## src/rtl/lsu_pkg.sv

```systemverilog
// Shared encodings and helpers for the load/store unit.
// Pure declarations: no latency or flow control of its own.
package lsu_pkg;

    localparam logic [1:0] SZ_BYTE = 2'b00;
    localparam logic [1:0] SZ_HALF = 2'b01;
    localparam logic [1:0] SZ_WORD = 2'b10;

    typedef enum logic [1:0] {
        IDLE   = 2'b00,
        ACCESS = 2'b01,
        WRITE  = 2'b10,
        RESP   = 2'b11
    } lsu_state_t;

    // Illegal size encodings are folded in here so callers see a single error term.
    function automatic logic misaligned(input logic [1:0] size, input logic [1:0] off);
        case (size)
            SZ_BYTE: misaligned = 1'b0;
            SZ_HALF: misaligned = off[0];
            SZ_WORD: misaligned = (off != 2'b00);
            default: misaligned = 1'b1;
        endcase
    endfunction

endpackage

```

## src/rtl/lsu_byte_lane.sv

```systemverilog
// Little-endian lane extract (with sign/zero extension) and lane merge for sub-word access.
// Purely combinational, zero latency, no flow control.
module lsu_byte_lane
    import lsu_pkg::*;
(
    input  logic [31:0] word,
    input  logic [31:0] wdata,
    input  logic [1:0]  offset,
    input  logic [1:0]  size,
    input  logic        sgn,
    output logic [31:0] load_val,
    output logic [31:0] merge_val
);

    logic [7:0]  lane_b;
    logic [15:0] lane_h;

    always_comb begin
        lane_b = 8'(word >> {offset, 3'b000});
        lane_h = offset[1] ? word[31:16] : word[15:0];

        case (size)
            SZ_BYTE: load_val = {{24{sgn & lane_b[7]}}, lane_b};
            SZ_HALF: load_val = {{16{sgn & lane_h[15]}}, lane_h};
            SZ_WORD: load_val = word;
            default: load_val = 32'd0;
        endcase

        merge_val = word;
        case (size)
            SZ_BYTE: merge_val[{offset, 3'b000} +: 8] = wdata[7:0];
            SZ_HALF: begin
                if (offset[1]) merge_val[31:16] = wdata[15:0];
                else           merge_val[15:0]  = wdata[15:0];
            end
            SZ_WORD: merge_val = wdata;
            default: merge_val = word;
        endcase
    end

endmodule

```

## src/rtl/load_store_unit.sv

```systemverilog
// Byte/half/word load-store master for a word-indexed memory; optional counters under LSU_PERF_CNT_EN.
// Latency load/word-store 2, sub-word store 3, error 1; one outstanding request, req_ready low while busy.
module load_store_unit
    import lsu_pkg::*;
#(
    parameter int DEPTH = 100,
    parameter int AW    = 32
) (
    input  logic          clk,
    input  logic          rst,
    input  logic          req_valid,
    output logic          req_ready,
    input  logic          req_we,
    input  logic [1:0]    req_size,
    input  logic          req_signed,
    input  logic [AW-1:0] req_addr,
    input  logic [31:0]   req_wdata,
    output logic          rsp_valid,
    output logic [31:0]   rsp_rdata,
    output logic          rsp_err,
    output logic [AW-1:0] mem_A,
    output logic [31:0]   mem_WD,
    output logic          mem_WE,
    input  logic [31:0]   mem_RD
`ifdef LSU_PERF_CNT_EN
    ,
    output logic [15:0]   load_cnt,
    output logic [15:0]   store_cnt,
    output logic [15:0]   err_cnt
`endif
);

    lsu_state_t    state_q;
    logic          we_q;
    logic [1:0]    size_q;
    logic          sgn_q;
    logic [1:0]    off_q;
    logic [31:0]   wdata_q;
    logic          wr_q;

    logic [AW-1:0] widx;
    logic          req_bad;
    logic          accept;
    logic [31:0]   load_val;
    logic [31:0]   merge_val;

    assign widx      = req_addr >> 2;
    assign req_bad   = misaligned(req_size, req_addr[1:0]) || (widx >= AW'(DEPTH));
    assign req_ready = (state_q == IDLE) && !rst;
    assign accept    = req_valid && req_ready;
    // Gating by rst keeps a reset that lands in WRITE from committing a half-merged word.
    assign mem_WE    = wr_q && !rst;

    lsu_byte_lane u_lane (
        .word      (mem_RD),
        .wdata     (wdata_q),
        .offset    (off_q),
        .size      (size_q),
        .sgn       (sgn_q),
        .load_val  (load_val),
        .merge_val (merge_val)
    );

    always_ff @(posedge clk) begin
        if (rst) begin
            state_q   <= IDLE;
            we_q      <= 1'b0;
            size_q    <= SZ_BYTE;
            sgn_q     <= 1'b0;
            off_q     <= 2'b00;
            wdata_q   <= 32'd0;
            wr_q      <= 1'b0;
            rsp_valid <= 1'b0;
            rsp_rdata <= 32'd0;
            rsp_err   <= 1'b0;
            mem_A     <= '0;
            mem_WD    <= 32'd0;
        end else begin
            case (state_q)
                IDLE: begin
                    if (accept) begin
                        we_q    <= req_we;
                        size_q  <= req_size;
                        sgn_q   <= req_signed;
                        off_q   <= req_addr[1:0];
                        wdata_q <= req_wdata;
                        if (req_bad) begin
                            state_q   <= RESP;
                            rsp_valid <= 1'b1;
                            rsp_err   <= 1'b1;
                            rsp_rdata <= 32'd0;
                        end else begin
                            state_q <= ACCESS;
                            mem_A   <= widx;
                            // Full-word stores need no read, so they write during ACCESS.
                            if (req_we && req_size == SZ_WORD) begin
                                wr_q   <= 1'b1;
                                mem_WD <= req_wdata;
                            end
                        end
                    end
                end
                ACCESS: begin
                    if (!we_q) begin
                        rsp_rdata <= load_val;
                        rsp_valid <= 1'b1;
                        state_q   <= RESP;
                    end else if (size_q == SZ_WORD) begin
                        wr_q      <= 1'b0;
                        rsp_valid <= 1'b1;
                        state_q   <= RESP;
                    end else begin
                        mem_WD  <= merge_val;
                        wr_q    <= 1'b1;
                        state_q <= WRITE;
                    end
                end
                WRITE: begin
                    wr_q      <= 1'b0;
                    rsp_valid <= 1'b1;
                    state_q   <= RESP;
                end
                RESP: begin
                    rsp_valid <= 1'b0;
                    rsp_rdata <= 32'd0;
                    rsp_err   <= 1'b0;
                    state_q   <= IDLE;
                end
                default: state_q <= IDLE;
            endcase
        end
    end

`ifdef LSU_PERF_CNT_EN
    function automatic logic [15:0] sat_inc(input logic [15:0] v);
        sat_inc = (v == 16'hFFFF) ? v : v + 16'd1;
    endfunction

    always_ff @(posedge clk) begin
        if (rst) begin
            load_cnt  <= 16'd0;
            store_cnt <= 16'd0;
            err_cnt   <= 16'd0;
        end else if (state_q == RESP) begin
            if (rsp_err)   err_cnt   <= sat_inc(err_cnt);
            else if (we_q) store_cnt <= sat_inc(store_cnt);
            else           load_cnt  <= sat_inc(load_cnt);
        end
    end
`endif

endmodule

```

## config.mk

```make
export PLATFORM = sky130hd
export DESIGN_NAME = load_store_unit
export DESIGN_NICKNAME = d
export VERILOG_FILES = /design/src/rtl/lsu_pkg.sv /design/src/rtl/lsu_byte_lane.sv /design/src/rtl/load_store_unit.sv
export SDC_FILE = /design/constraint.sdc
export NUM_CORES = 1
export LEC_CHECK = 0
export CORE_AREA = 4 4 91 157
export DETAILED_ROUTE_END_ITERATION = 8
export DIE_AREA = 0 0 95 161
export PLACE_DENSITY_LB_ADDON = 0.08
export SYNTH_ARGS = -nofsm -noshare
export SYNTH_HDL_FRONTEND = slang
export SYNTH_SLANG_ARGS = --single-unit
```

## constraint.sdc

```tcl
create_clock -name clk -period 4.05 [get_ports clk]
set_input_delay 0.81 -clock clk [delete_from_list [all_inputs] [get_ports clk]]
set_output_delay 0.81 -clock clk [all_outputs]
set_load 0.1 [all_outputs]
```

==> metrics.txt <==
Slowest-stage cell, CP or3b_1; stages on the worst setup path 8; CTS root buf clkbuf_16; Die ar. 15300 sq um; initial drt markers 433; Fillers 1107; Final ANT Viol Nets 0; critical path cell sequence inv_1 > ha_1 > inv_1 > o22ai_1 > buf_4 > or3b_1 > o2111ai_1 > o41ai_2; Total Wirelength 22200 microns; Die Span Y 161 microns; post-CTS resize count 0; initial cell density of the core 50.1%; wl on met1 8270 microns; Synth Area in XOR/XNOR 0%; Clk pin slew, worst setup/hold paths 0.06 ns; first-pass GRT wire length 34800 microns; crit path capture type flop; H-tree Lvls 4; Placer Congestion ~0.94; Pwr Density just over 600 nW/um^2; final setup vio count 0; Post-Syn Area ~6500 sq um; TritonCTS clock tree built; Final Slew Violations 0; crit path to mem_WD[24]$_SDFFE_PP0P_; Worst R2R Setup Slack ~1.0 ns; Max-Cap Viols 0; FF-to-FF End mem_WD[24]$_SDFFE_PP0P_; metal2 WL roughly 11000 microns; largest net degree at the start of global routing between 60 and 70; worst relative slew slack 27.7%; EDFF count, synth 0; postcts setup bufs 0; fraction of the mapped netlist area in compound gates 27.8%; Core ar. 12900 sq um; min-delay worst type flop to flop; layout cells sized above 1 between 10% and 20%; HPWL after detailed placement 16800 microns; Pleak 3.36 nW; RSZ-0062 raised after global routing false; WHS 0.457 ns; initial antenna violation count 0; Total GRT Usage 29.1%; routed len/inst just over 20 microns; Top delay family on crit path simple AND/OR/NAND/NOR gates; Die W 95 microns; clock sink total 121; cell row count 55; main combinational cell family by area after synthesis compound AO/OA/AOI/OAI gates; CTS Buf Count 17; worst path arrival time 3.29 ns; yosys synthesis warning count 0; fin crit period 3.02 ns; Final Total Pwr 0.00560 W; diodes inserted 0; Layout Cells excl Fill approximately 1100; # IOs 203; vias in the first global route around 6700; number of synthesized register bits 121; period utilization 74.5%; Setup Slack @ Placement 0.647 ns; Crit Path Category flop to flop; Final Hold Fails 0; crit-path most repeated cell inv_1; Post-CTS Hold Buffers 0; Data required, critical path 4.32 ns; top post-synthesis cells by count 121 x dfxtp_1, 81 x nand2_1, 62 x o21ai_0; grt ovf 0; crit start category flop; Avg Vias per Cell 5.97; post-synthesis simple-gate area fraction 18.3%; Slew @ Worst Pin 1.08 ns; port buffer count 200; met3 WL approximately 1600 microns; VDD IR-drop max 0.000404 V; Longest Clk Path Bufs 2; Synth area leader dfxtp_1; count leader, synth dfxtp_1; reg2reg start state_q[0]$_SDFFE_PP0N_; Synth Area in Adders approximately 2.1%; CP max FO 32; sequential element share of the synthesized area around 37%; Avg Inst Size Synth 8.67 sq um; Synth Instances 748; Top FF cell, synth dfxtp_1; DR top layer met4; worst path bufs/invs 3; Critical Path Max Stage Delay 0.80 ns; synth top area cells dfxtp_1 37%, mux2i_1 5.9%, o21ai_0 4.8%; clk_skew 0.00639 ns; Cells after DPL 1061; mux cell area share after synthesis between 7 and 8%; clk_lat worst skew 0.42 ns; Unique masters post-synth 63; CP Launch Point state_q[0]$_SDFFE_PP0N_; number of remaining DRC errors 0; Achievable Freq around 330 MHz; r2r worst-path depth 8; Post-layout nets 1023; post-synth top area share 37.3%; Vias 6526; fin worst setup slack about 1.0 ns; TNS Setup 0 ns; outcome finished, final reports clean; router iterations before antenna repair 6; ys async rst share 0%; Area Overhead vs Synth 40.0%
[registers in the layout, summed over array words and instances, names as in the netlist, 2 cells and up]
register and count:
mem_A 30, mem_WD 32, off_q 2, rsp_rdata 32, size_q 2, state_q 2
wdata_q 16
[worst min-delay path by stage]
| stage | from | endpoint | cells after the start |
|---|---|---|---|
| 4_1_cts | rsp_rdata[16]$_SDFFE_PP0P_ | rsp_rdata[16]$_SDFFE_PP0P_ | 2 |
| 6_report | mem_A[21]$_SDFFE_PP0P_ | mem_A[21]$_SDFFE_PP0P_ | 1 |
| 2_1_floorplan | sgn_q$_SDFFE_PP0P_ | sgn_q$_SDFFE_PP0P_ | 2 |
| 3_3_place_gp | mem_A[15]$_SDFFE_PP0P_ | mem_A[15]$_SDFFE_PP0P_ | 1 |
| 5_1_grt | mem_A[19]$_SDFFE_PP0P_ | mem_A[19]$_SDFFE_PP0P_ | 1 |
| 3_5_place_dp | mem_A[27]$_SDFFE_PP0P_ | mem_A[27]$_SDFFE_PP0P_ | 1 |
[worst register-to-register path, stage by stage (launching register included)]
cell	delay, ns
dfxtp_1	0.36
inv_1	0.13
ha_1	0.27
inv_1	0.29
o22ai_1	0.26
buf_4	0.22
or3b_1	0.80
o2111ai_1	0.43
o41ai_2	0.12
[logic make-up after synthesis]
logic type               Yosys count
flip-flops                       121
adder cells (fa/ha/maj)           11
buffers and inverters             97
AND/OR/NAND/NOR                  221
AO/OA/AOI/OAI                    251
multiplexers                      46
other                              1
[where the power goes]
group | switching, W | internal, W | total, W
combinational | 0.00175 | 0.000726 | 0.00247
clock | 0.000585 | 0.00105 | 0.00164
sequential | 0.000131 | 0.00136 | 0.00149
[metal layers]
layer / track usage, % / vias to the layer above
met5: 0 / -
li1: - / 3059
met4: 16.1 / 0
met3: 7.69 / 74
met2: 50.1 / 324
met1: 31.7 / 3069
[cells in the final DEF (no fill, tap or decap), types with 5 or more instances in the layout]
cell | Yosys | routed
a21oi_1 | 29 | 29
a221oi_1 | 8 | 8
a31oi_1 | 27 | 27
and2_1 | 46 | 46
buf_4 | 2 | 13
clkbuf_16 | 0 | 17
clkdlybuf4s50_1 | 0 | 197
clkinv_4 | 0 | 5
dfxtp_1 | 121 | 121
ha_1 | 11 | 11
inv_1 | 25 | 25
mux2_2 | 5 | 5
mux2i_1 | 38 | 38
nand2_1 | 81 | 81
nand2b_1 | 7 | 7
nand3_1 | 8 | 8
nor2_1 | 28 | 28
nor2b_1 | 12 | 12
o2111ai_1 | 32 | 32
o211a_1 | 6 | 6
o211ai_1 | 20 | 20
o21ai_0 | 62 | 62
o21ai_1 | 13 | 12
o31ai_1 | 22 | 22
o41ai_2 | 12 | 12
or2_2 | 11 | 11
[metrics by stage]
step | util (%) | cell area (sq um)
finish | 70.2 | 9080
global route | 70.2 | 9080
CTS | 70.2 | 9080
detailed placement | 65.2 | 8440
global placement | 65.2 | 8440
floorplan | - | 6490
[area by class of cell]
type	count	area, sq um	share of cell area [%]
tap	171	214	2.36
clock buffer	19	443	4.88
sequential	121	2420	26.7
timing repair buffer	211	2070	22.9
inverter	27	101	1.12
clock inverter	13	195	2.15
multi-input combinational	531	3630	40.0
Note: power is estimated with default switching activity, not from simulation.
